<file path="config.mk">
export PLATFORM = sky130hd
export DESIGN_NAME = ecc_smul_ctrl
export DESIGN_NICKNAME = d
export VERILOG_FILES = /design/src/rtl/ecc_smul_ctrl.sv
export SDC_FILE = /design/constraint.sdc
export NUM_CORES = 1
export LEC_CHECK = 0
export ABC_CLOCK_PERIOD_IN_PS = 3800
export CAP_MARGIN = 20
export CELL_PAD_IN_SITES_DETAIL_PLACEMENT = 1
export CELL_PAD_IN_SITES_GLOBAL_PLACEMENT = 1
export CORE_ASPECT_RATIO = 1.2
export CORE_UTILIZATION = 25
export DETAILED_ROUTE_END_ITERATION = 8
export PLACE_DENSITY_LB_ADDON = 0.1
export SETUP_SLACK_MARGIN = 0.4
export SLEW_MARGIN = 0
export SYNTH_ARGS = -nofsm -noshare
export SYNTH_HDL_FRONTEND = slang
export SYNTH_SLANG_ARGS = --single-unit
export TNS_END_PERCENT = 100
</file>
<file path="constraint.sdc">
create_clock -name clk -period 3.8 [get_ports clk]
set_clock_uncertainty 0.2 [all_clocks]
set_input_delay 0.38 -clock clk [delete_from_list [all_inputs] [get_ports clk]]
set_output_delay 0.38 -clock clk [all_outputs]
set_load 0.005 [all_outputs]
</file>
<file path="src/rtl/ecc_smul_ctrl.sv">
`timescale 1ns/1ps
`default_nettype none
// ============================================================================
// Module      : ecc_smul_ctrl
// Description : Scalar-multiplication sequencer, R = k*P on
//               y^2 = x^3 + a*x + b (mod prime), left-to-right double-and-add.
//               Drives one shared point-add/double engine. Point-at-infinity,
//               inverse-point and y==0 doubling cases are resolved locally, so
//               the engine only ever sees finite, non-degenerate operands.
//
// Ports       : clk, rst                 - clock, synchronous active-high reset
//               in_valid, in_Px, in_Py,
//               in_k, in_prime, in_a     - job request (captured only in IDLE)
//               out_valid, out_Rx,
//               out_Ry, out_inf          - one-cycle result (zero otherwise)
//               eng_in_valid, eng_P*/Q*,
//               eng_prime, eng_a         - registered engine request
//               eng_out_valid, eng_R*    - engine response
//
// Build option: define ECC_SMUL_SKIP_LZ_EN to skip the leading-zero bits of k
//               (LOAD jumps straight to the MSB set bit). Results are identical
//               with or without it; only latency changes.
//
// Revision    : 1.0 - initial release
// ============================================================================
module ecc_smul_ctrl #(
    parameter int W   = 6,
    parameter int K_W = 8
) (
    input  logic           clk,
    input  logic           rst,
    input  logic           in_valid,
    input  logic [W-1:0]   in_Px,
    input  logic [W-1:0]   in_Py,
    input  logic [K_W-1:0] in_k,
    input  logic [W-1:0]   in_prime,
    input  logic [W-1:0]   in_a,
    output logic           out_valid,
    output logic [W-1:0]   out_Rx,
    output logic [W-1:0]   out_Ry,
    output logic           out_inf,
    output logic           eng_in_valid,
    output logic [W-1:0]   eng_Px,
    output logic [W-1:0]   eng_Py,
    output logic [W-1:0]   eng_Qx,
    output logic [W-1:0]   eng_Qy,
    output logic [W-1:0]   eng_prime,
    output logic [W-1:0]   eng_a,
    input  logic           eng_out_valid,
    input  logic [W-1:0]   eng_Rx,
    input  logic [W-1:0]   eng_Ry
);

    localparam int c_IDX_W = (K_W > 1) ? $clog2(K_W) : 1;
    localparam logic [c_IDX_W-1:0] c_IDX_TOP = c_IDX_W'(K_W - 1);
    localparam logic [c_IDX_W-1:0] c_IDX_ONE = c_IDX_W'(1);

    localparam logic [2:0] c_IDLE  = 3'd0;
    localparam logic [2:0] c_LOAD  = 3'd1;
    localparam logic [2:0] c_DBL   = 3'd2;
    localparam logic [2:0] c_DBL_W = 3'd3;
    localparam logic [2:0] c_ADD_C = 3'd4;
    localparam logic [2:0] c_ADD_W = 3'd5;
    localparam logic [2:0] c_NEXT  = 3'd6;
    localparam logic [2:0] c_DONE  = 3'd7;

    logic [2:0]         r_state;

    // Captured job
    logic [W-1:0]       r_px;
    logic [W-1:0]       r_py;
    logic [K_W-1:0]     r_k;
    logic [W-1:0]       r_prime;
    logic [W-1:0]       r_a;

    // Accumulator point and current scalar bit index
    logic [W-1:0]       r_acc_x;
    logic [W-1:0]       r_acc_y;
    logic               r_acc_inf;
    logic [c_IDX_W-1:0] r_idx;

    // Engine request registers (held until the next request)
    logic               r_eng_in_valid;
    logic [W-1:0]       r_eng_px;
    logic [W-1:0]       r_eng_py;
    logic [W-1:0]       r_eng_qx;
    logic [W-1:0]       r_eng_qy;
    logic [W-1:0]       r_eng_prime;
    logic [W-1:0]       r_eng_a;

    logic               w_done;
    logic               w_k_bit;
    logic               w_x_match;
    logic               w_y_match;

    assign w_done    = (r_state == c_DONE);
    assign w_k_bit   = r_k[r_idx];
    assign w_x_match = (r_acc_x == r_px);
    assign w_y_match = (r_acc_y == r_py);

`ifdef ECC_SMUL_SKIP_LZ_EN
    // Position of the most significant set bit of the captured scalar.
    logic [c_IDX_W-1:0] w_msb;

    always_comb begin
        w_msb = '0;
        for (int i = 0; i < K_W; i++) begin
            if (r_k[i]) begin
                w_msb = c_IDX_W'(i);
            end
        end
    end
`endif

    always_ff @(posedge clk) begin
        if (rst) begin
            r_state        <= c_IDLE;
            r_px           <= '0;
            r_py           <= '0;
            r_k            <= '0;
            r_prime        <= '0;
            r_a            <= '0;
            r_acc_x        <= '0;
            r_acc_y        <= '0;
            r_acc_inf      <= 1'b0;
            r_idx          <= '0;
            r_eng_in_valid <= 1'b0;
            r_eng_px       <= '0;
            r_eng_py       <= '0;
            r_eng_qx       <= '0;
            r_eng_qy       <= '0;
            r_eng_prime    <= '0;
            r_eng_a        <= '0;
        end else begin
            // Engine request is a single-cycle pulse; operands stay put.
            r_eng_in_valid <= 1'b0;

            case (r_state)
                c_IDLE: begin
                    if (in_valid) begin
                        r_px    <= in_Px;
                        r_py    <= in_Py;
                        r_k     <= in_k;
                        r_prime <= in_prime;
                        r_a     <= in_a;
                        r_state <= c_LOAD;
                    end
                end

                c_LOAD: begin
`ifdef ECC_SMUL_SKIP_LZ_EN
                    if (r_k == '0) begin
                        r_acc_x   <= '0;
                        r_acc_y   <= '0;
                        r_acc_inf <= 1'b1;
                        r_state   <= c_DONE;
                    end else begin
                        // The MSB iteration always ends with acc = P, so
                        // start there and skip its doubling entirely.
                        r_acc_x   <= r_px;
                        r_acc_y   <= r_py;
                        r_acc_inf <= 1'b0;
                        r_idx     <= w_msb;
                        r_state   <= c_NEXT;
                    end
`else
                    r_acc_x   <= '0;
                    r_acc_y   <= '0;
                    r_acc_inf <= 1'b1;
                    r_idx     <= c_IDX_TOP;
                    r_state   <= c_DBL;
`endif
                end

                c_DBL: begin
                    if (r_acc_inf) begin
                        r_state <= c_ADD_C;
                    end else if (r_acc_y == '0) begin
                        // Tangent is vertical: 2*acc is the point at infinity.
                        r_acc_x   <= '0;
                        r_acc_y   <= '0;
                        r_acc_inf <= 1'b1;
                        r_state   <= c_ADD_C;
                    end else begin
                        r_eng_in_valid <= 1'b1;
                        r_eng_px       <= r_acc_x;
                        r_eng_py       <= r_acc_y;
                        r_eng_qx       <= r_acc_x;
                        r_eng_qy       <= r_acc_y;
                        r_eng_prime    <= r_prime;
                        r_eng_a        <= r_a;
                        r_state        <= c_DBL_W;
                    end
                end

                c_DBL_W, c_ADD_W: begin
                    if (eng_out_valid) begin
                        r_acc_x   <= eng_Rx;
                        r_acc_y   <= eng_Ry;
                        r_acc_inf <= 1'b0;
                        r_state   <= (r_state == c_DBL_W) ? c_ADD_C : c_NEXT;
                    end
                end

                c_ADD_C: begin
                    if (!w_k_bit) begin
                        r_state <= c_NEXT;
                    end else if (r_acc_inf) begin
                        r_acc_x   <= r_px;
                        r_acc_y   <= r_py;
                        r_acc_inf <= 1'b0;
                        r_state   <= c_NEXT;
                    end else if (w_x_match && (!w_y_match || (r_py == '0))) begin
                        // acc == -P, or acc == P with a vertical tangent:
                        // the sum is the point at infinity.
                        r_acc_x   <= '0;
                        r_acc_y   <= '0;
                        r_acc_inf <= 1'b1;
                        r_state   <= c_NEXT;
                    end else begin
                        // acc == P (y != 0) lands here too; the engine
                        // doubles when handed two equal points.
                        r_eng_in_valid <= 1'b1;
                        r_eng_px       <= r_acc_x;
                        r_eng_py       <= r_acc_y;
                        r_eng_qx       <= r_px;
                        r_eng_qy       <= r_py;
                        r_eng_prime    <= r_prime;
                        r_eng_a        <= r_a;
                        r_state        <= c_ADD_W;
                    end
                end

                c_NEXT: begin
                    if (r_idx == '0) begin
                        r_state <= c_DONE;
                    end else begin
                        r_idx   <= r_idx - c_IDX_ONE;
                        r_state <= c_DBL;
                    end
                end

                c_DONE: begin
                    r_state <= c_IDLE;
                end

                default: begin
                    r_state <= c_IDLE;
                end
            endcase
        end
    end

    // Result is presented straight from the accumulator in the DONE cycle
    // and forced to zero at all other times.
    assign out_valid = w_done;
    assign out_inf   = w_done & r_acc_inf;
    assign out_Rx    = (w_done && !r_acc_inf) ? r_acc_x : '0;
    assign out_Ry    = (w_done && !r_acc_inf) ? r_acc_y : '0;

    assign eng_in_valid = r_eng_in_valid;
    assign eng_Px       = r_eng_px;
    assign eng_Py       = r_eng_py;
    assign eng_Qx       = r_eng_qx;
    assign eng_Qy       = r_eng_qy;
    assign eng_prime    = r_eng_prime;
    assign eng_a        = r_eng_a;

endmodule
`default_nettype wire

</file>
==> flow_summary_export.csv, run 1 <==
group,metric,value,unit
run_status,outcome,"completed",
floorplanning,die_x,121,um
global_route,track_usage,0.142,
setup_path,cpMaxStageDelayCell,"dfxtp_1",
logic_synthesis,synth_cell_types,43,
sta,setup_viol,0,
clock_network,cts_buffers,9,
global_route,gr-max-usage-layer,"met2",
drt,wl_per_cell,15.4,um
final_layout,layout.nets,613,
drt,drt_wl_total,12000,um
clock_network,clock_sinks,88,
power,fin_total_pwr,0.00216,W
sta,slew_viol_final,0,
logic_synthesis,syn_avg_cell_area,8.92,um^2
placement,place_area,5440,um^2
global_route,grtUsageMet1,0.170,
logic_synthesis,synth-seq-cells,88,
setup_path,max_stage_delay,0.58,ns
floorplanning,std_cell_rows,52,
setup_path,rrSetupSlack,1.12,ns
global_route,grtUsageMet3,0.0266,
power,powerDensity,377,nW/um^2
final_layout,n_fill_cell,1951,
placement,io_buffers,98,
clock_network,path_clk_slew,0.06,ns
drt,antenna_left,0,
global_route,grt_pass1_wl,19200,um
logic_synthesis,synth_cells,480,
hold_path,hold_path.class,"in2reg",
clock_network,clock_latency,0.35,ns
drt,via_per_inst,4.51,
drt,initialDrtViolationCount,108,
global_route,antenna_found_initial,0,
final_layout,area_growth,33.9,%
logic_synthesis,syn_nets,530,
final_layout,diodes,0,
sta,layout_min_cycle_time,2.81,ns
placement,place_ws,1.09,ns
setup_path,endpoint_kind,"output port",
placement,place_hpwl,8530,um
drt,dr.pass1.iters,4,
setup_path,worstPathRequired,3.22,ns
power,p_leak,2.21,nW
global_route,met2_usage,0.246,
sta,max-slew-margin-rel,0.538,
sta,hold_slack,0.221,ns
setup_path,critPathBufInv,2,
final_layout,final_cell_area,5730,um^2
sta,worst_slack,0.993,ns
floorplanning,fp.dieArea,17700,um^2
clock_network,cts.repair.resized,0,
global_route,overflow,0,
clock_network,cts_max_path_buffers,2,
setup_path,critPathKind,"reg2out",
floorplanning,die_y,145,um
sta,grt_setup_unrepaired,"false",
placement,gp_congestion,0.755,
drt,vias,3530,
clock_network,post_cts_buffers,0,
final_layout,drive_gt1_frac,0.0741,
sta,worstMarginPinSlew,0.688,ns
floorplanning,num_io_pins,99,
floorplanning,coreArea,16800,um^2
drt,drc_errors,0,
sta,hold_violations,0,
logic_synthesis,synth_area,4280,um^2
global_route,grt_max_degree,125,
power,ir_drop,200,uV
setup_path,cp_max_fo,14,
sta,tns,0,ns
clock_network,htree_levels,3,
logic_synthesis,yosys_warnings,0,
floorplanning,initial_utilization,0.255,
sta,fmax,356,MHz
setup_path,cp.arrival,2.23,ns
clock_network,cts_tree,"built",
logic_synthesis,ys_seq_area_frac,0.411,
setup_path,startpoint_type,"register",
setup_path,crit_chain,"and3_1 > nor2b_1 > buf_4 > and2_1 > clkdlybuf4s50_1",
sta,period_share,0.739,
setup_path,critPathTopFamily,"buffers and inverters",
clock_network,ctsHoldBuffers,0,
run,cap_violations,0,
clock_network,cts-root-buf,"clkbuf_16",
global_route,grt_pass1_vias,3684,
-- stage by stage --
| step | util | cells |
|---|---|---|
| after detailed placement | 0.324 | 767 |
| after global placement | 0.324 | 767 |
| after global routing | 0.342 | 783 |
| after CTS | 0.340 | 782 |
| after floorplan | - | 480 |
| final | 0.342 | 783 |
-- cell type report --
| class | instances | area, um^2 | share of cell area |
|---|---|---|---|
| clock buffers | 10 | 229 | 0.0399 |
| clock inverters | 5 | 33.8 | 0.00589 |
| inverters | 6 | 22.5 | 0.00393 |
| multi-input cells | 353 | 2360 | 0.412 |
| flip-flops and latches | 88 | 1760 | 0.307 |
| well taps | 216 | 270 | 0.0471 |
| repair buffers | 105 | 1050 | 0.183 |
-- where the power goes --
group / switching, W / total [W] / internal, W
logic: 0.000173 / 0.000331 / 0.000158
clock network: 0.000377 / 0.000816 / 0.000440
registers: 0.0000484 / 0.00101 / 0.000964
total: 0.000598 / 0.00216 / 0.00156
-- sequential cells by signal, indices dropped and copies added, names as in the netlist, 3 cells and up --
signal and flops:
eng_Px 6, eng_Py 6, eng_Qx 6, eng_Qy 6, eng_a 6, eng_prime 6
r_a 6, r_acc_x 6, r_acc_y 6, r_idx 3, r_k 8, r_prime 6
r_px 6, r_py 6, r_state 3
-- cells by family (layout without fill, tap and decap cells) --
| family | Yosys count | in the layout | synth area share |
|---|---|---|---|
| AOI/OAI and AO/OA | 74 | 74 | 0.116 |
| xor gates and xnor gates | 12 | 12 | 0.0245 |
| adders and majority gates | 2 | 2 | 0.00584 |
| buffers and inverters | 39 | 126 | 0.0415 |
| DFF | 88 | 88 | 0.411 |
| muxes | 67 | 67 | 0.163 |
| and+or+nand+nor | 198 | 198 | 0.237 |
-- layer usage --
layer | vias to the layer above | wire length, um | part of all wire
li1 | 1776 | - | -
met1 | 1673 | 5230 | 0.43
met2 | 68 | 6130 | 0.51
met3 | 13 | 458 | 0.038
met4 | 0 | 214 | 0.018
met5 | - | 0 | 0
-- path summary, 6_finish.rpt --
check                                 from            to  cells after the start
worst max-delay path            r_state[1]     out_Ry[0]                      5
worst min register to register      r_k[2]        r_k[2]                      2
worst max register to register  r_acc_y[5]     eng_Qy[2]                      6
worst min-delay path                   rst  eng_in_valid                      2
-- layout by cell type (no fill, tap or decap), types with 7 or more instances in the layout --
master and n:
nand2b_1 52, a21oi_1 37, clkdlybuf4s50_1 97, nor2b_1 17, and2_1 16, buf_4 7
nor2_1 23, clkbuf_16 9, nand2_1 68, mux2_1 12, or2_2 12, dfxtp_1 88
o21ai_0 8, a22oi_1 13, mux2i_1 54
-- cell usage after synthesis, drive strengths merged --
cell type	number	area [um^2]
a311oi	2	23.8
nor3	3	15.0
or2	13	81.3
mux2	12	135
a2bb2oi	2	17.5
a21oi	37	185
nand3b	1	7.51
inv	6	22.5
nor3b	1	7.51
a221oi	1	8.76
a2111oi	1	27.5
o21ai	9	45.0
mux4	1	22.5
nor2	23	86.3
xor2	6	52.6
ha	2	25.0
o211a	1	17.5
and2	16	100
a211oi	2	15.0
a22oi	13	97.6
nand2	68	255
clkbuf	25	93.8
nor4	2	18.8
o221ai	1	8.76
o21a	2	15.0
dfxtp	88	1760
buf	8	61.3
nand2b	52	325
o31ai	2	15.0
o211ai	1	21.3
mux2i	54	541
nand4	1	6.26
nor2b	17	106
and3	1	6.26
xnor2	6	52.6
Note: power is estimated with default switching activity, not from simulation.
==> run 2: changes to the inputs <==
Settings changed: ABC_CLOCK_PERIOD_IN_PS 3800 to 2500.
Clock period 3.8 ns to 2.5 ns, I/O delays scaled along.
==> run 2 against run 1 <==
  * Power rose by 61%
  * Via count grew 6.3%
  * Register-to-register slack worse by 0.91 ns
  * Flip-flop and latch count did not move
  * First-iteration DRC count is 44% higher
  * Final cell count increased by 5.7%
  * Count of clock-buffer cells in the layout up 1
  * Setup slack worse by 0.79 ns
  * Critical endpoint is now eng_Qx[5]
==> flow_summary_export.csv, run 2 (synthesized netlist as in run 1, its figures left out) <==
group,metric,value,unit
setup_path,cp_max_fo,8,
clock_network,path_clk_slew,0.07,ns
final_layout,final_cell_mix,"clkdlybuf4s50_1, dfxtp_1, nand2_1, mux2i_1, nand2b_1",
global_route,antenna_found_initial,0,
power,powerDensity,549,nW/um^2
global_route,track_usage,0.151,
final_layout,final_cell_area,6350,um^2
sta,tns,0,ns
hold_path,hold_path.class,"in2reg",
setup_path,critPathKind,"reg2reg",
final_layout,mostFrequentLayoutCell,"clkdlybuf4s50_1",
final_layout,n_fill_cell,1937,
power,fin_total_pwr,0.00349,W
floorplanning,std_cell_rows,52,
setup_path,worstPathRequired,2.53,ns
global_route,overflow,0,
drt,antenna_left,0,
floorplanning,fp.dieArea,17700,um^2
placement,io_buffers,98,
setup_path,cp.arrival,2.32,ns
floorplanning,die_x,121,um
setup_path,startpoint_type,"register",
drt,vias,3752,
power,p_leak,2.59,nW
final_layout,drive_gt1_frac,0.227,
floorplanning,die_y,145,um
global_route,grt_max_degree,80,
clock_network,clock_sinks,88,
drt,initialDrtViolationCount,155,
sta,layout_min_cycle_time,2.29,ns
final_layout,max_flop_register,"r_k",
clock_network,ctsHoldBuffers,0,
sta,fmax,436,MHz
sta,hold_violations,0,
final_layout,layout.nets,657,
global_route,grt_pass1_wl,20700,um
sta,max-slew-margin-rel,0.472,
drt,via_per_inst,4.53,
sta,hold_slack,0.252,ns
sta,setup_viol,0,
drt,drt_wl_total,13100,um
floorplanning,initial_utilization,0.255,
drt,dr.pass1.iters,4,
power,ir_drop,275,uV
sta,period_share,0.917,
placement,place_hpwl,8920,um
floorplanning,num_io_pins,99,
global_route,grt_pass1_vias,3986,
sta,worstMarginPinSlew,0.792,ns
setup_path,max_stage_delay,0.40,ns
final_layout,diodes,0,
sta,slew_viol_final,0,
floorplanning,coreArea,16800,um^2
clock_network,cts_buffers,9,
clock_network,cts_max_path_buffers,2,
final_layout,area_growth,48.4,%
drt,wl_per_cell,15.9,um
clock_network,cts_tree,"built",
clock_network,cts-root-buf,"clkbuf_16",
clock_network,clock_latency,0.34,ns
final_layout,post-route-util,0.379,
setup_path,cpMaxStageDelayCell,"dfxtp_2",
placement,gp_congestion,0.736,
setup_path,endpoint_kind,"register",
clock_network,htree_levels,3,
run,cap_violations,0,
sta,grt_setup_unrepaired,"true",
final_layout,largest_reg_flops,8,
drt,drc_errors,0,
placement,place_area,5600,um^2
setup_path,crit_chain,"xor2_2 > nor4_2 > buf_4 > a311oi_4 > a2bb2oi_4 > clkbuf_16 > mux2_4",
run_status,outcome,"completed",
## run 2: changes by cell type in the layout (fill, tap and decap cells not counted), moves of 7 or more
cell / previous run / this run
dfxtp_1: 88 / 76
dfxtp_2: 0 / 8
mux2_4: 0 / 12
mux2_1: 12 / 0
and2_4: 0 / 7
buf_4: 7 / 32
buf_6: 0 / 15
clkdlybuf4s50_1: 97 / 85
and2_1: 16 / 9
## run 2: layer usage
metal  wire length [um]  share of wire  up-vias  track usage
met5                  0              0        -            0
met4                169          0.013        0       0.0531
met3                584          0.044       10       0.0302
met2               6740           0.51       69        0.269
met1               5630           0.43     1809        0.176
li1                   -              -     1864            -
## run 2: area by class of cell
cell class                 instances  area [um^2]  area share
multi-input combinational        353         2510       0.395
sequential                        88         1790       0.281
timing repair buffer             149         1470       0.232
tap                              216          270      0.0425
clock buffer                      11          253      0.0398
clock inverter                     5         38.8     0.00610
inverter                           6         22.5     0.00354
## run 2: final timing paths
| check | start | endpoint | slack [ns] | cells after the start |
|---|---|---|---|---|
| worst max-delay path | r_acc_y[3] | eng_Qx[5] | 0.21 | 7 |
| worst min-delay path | in_Py[1] | r_py[1] | 0.25 | 3 |
| worst max register to register | r_acc_y[3] | eng_Qx[5] | 0.21 | 7 |
| worst min register to register | r_a[3] | r_a[3] | 0.26 | 2 |
## run 2: worst max-delay path, delay by kind of cell (launching register included)
| family | cells | cell delay, ns |
|---|---|---|
| flops | 1 | 0.40 |
| compound gates | 2 | 0.65 |
| simple gates | 1 | 0.08 |
| buf+inv | 2 | 0.38 |
| mux | 1 | 0.30 |
| xor+xnor | 1 | 0.19 |
## run 2: timing repair
action,in CTS,in global routing
endpoints found under the setup margin,64,95
endpoints found under the hold margin,0,0
pin swaps,6,8
cloned,1,2
resized for setup,45,65
setup buffers,17,7
## run 2: stage by stage
stage	worst slack, ns	instances
finish	0.208	828
global placement	0.0771	785
floorplan	0.313	480
CTS	0.171	819
detailed placement	-0.00445	785
global route	0.129	828
## run 2: report_power, final
| group | internal (W) | switching, W | total [W] | leakage, nW |
|---|---|---|---|---|
| Clock | 0.000735 | 0.000607 | 0.00134 | 0.142 |
| Sequential | 0.00147 | 0.0000563 | 0.00152 | 0.721 |
| Combinational | 0.000314 | 0.000308 | 0.000623 | 1.73 |
| Total | 0.00251 | 0.000972 | 0.00349 | 2.59 |
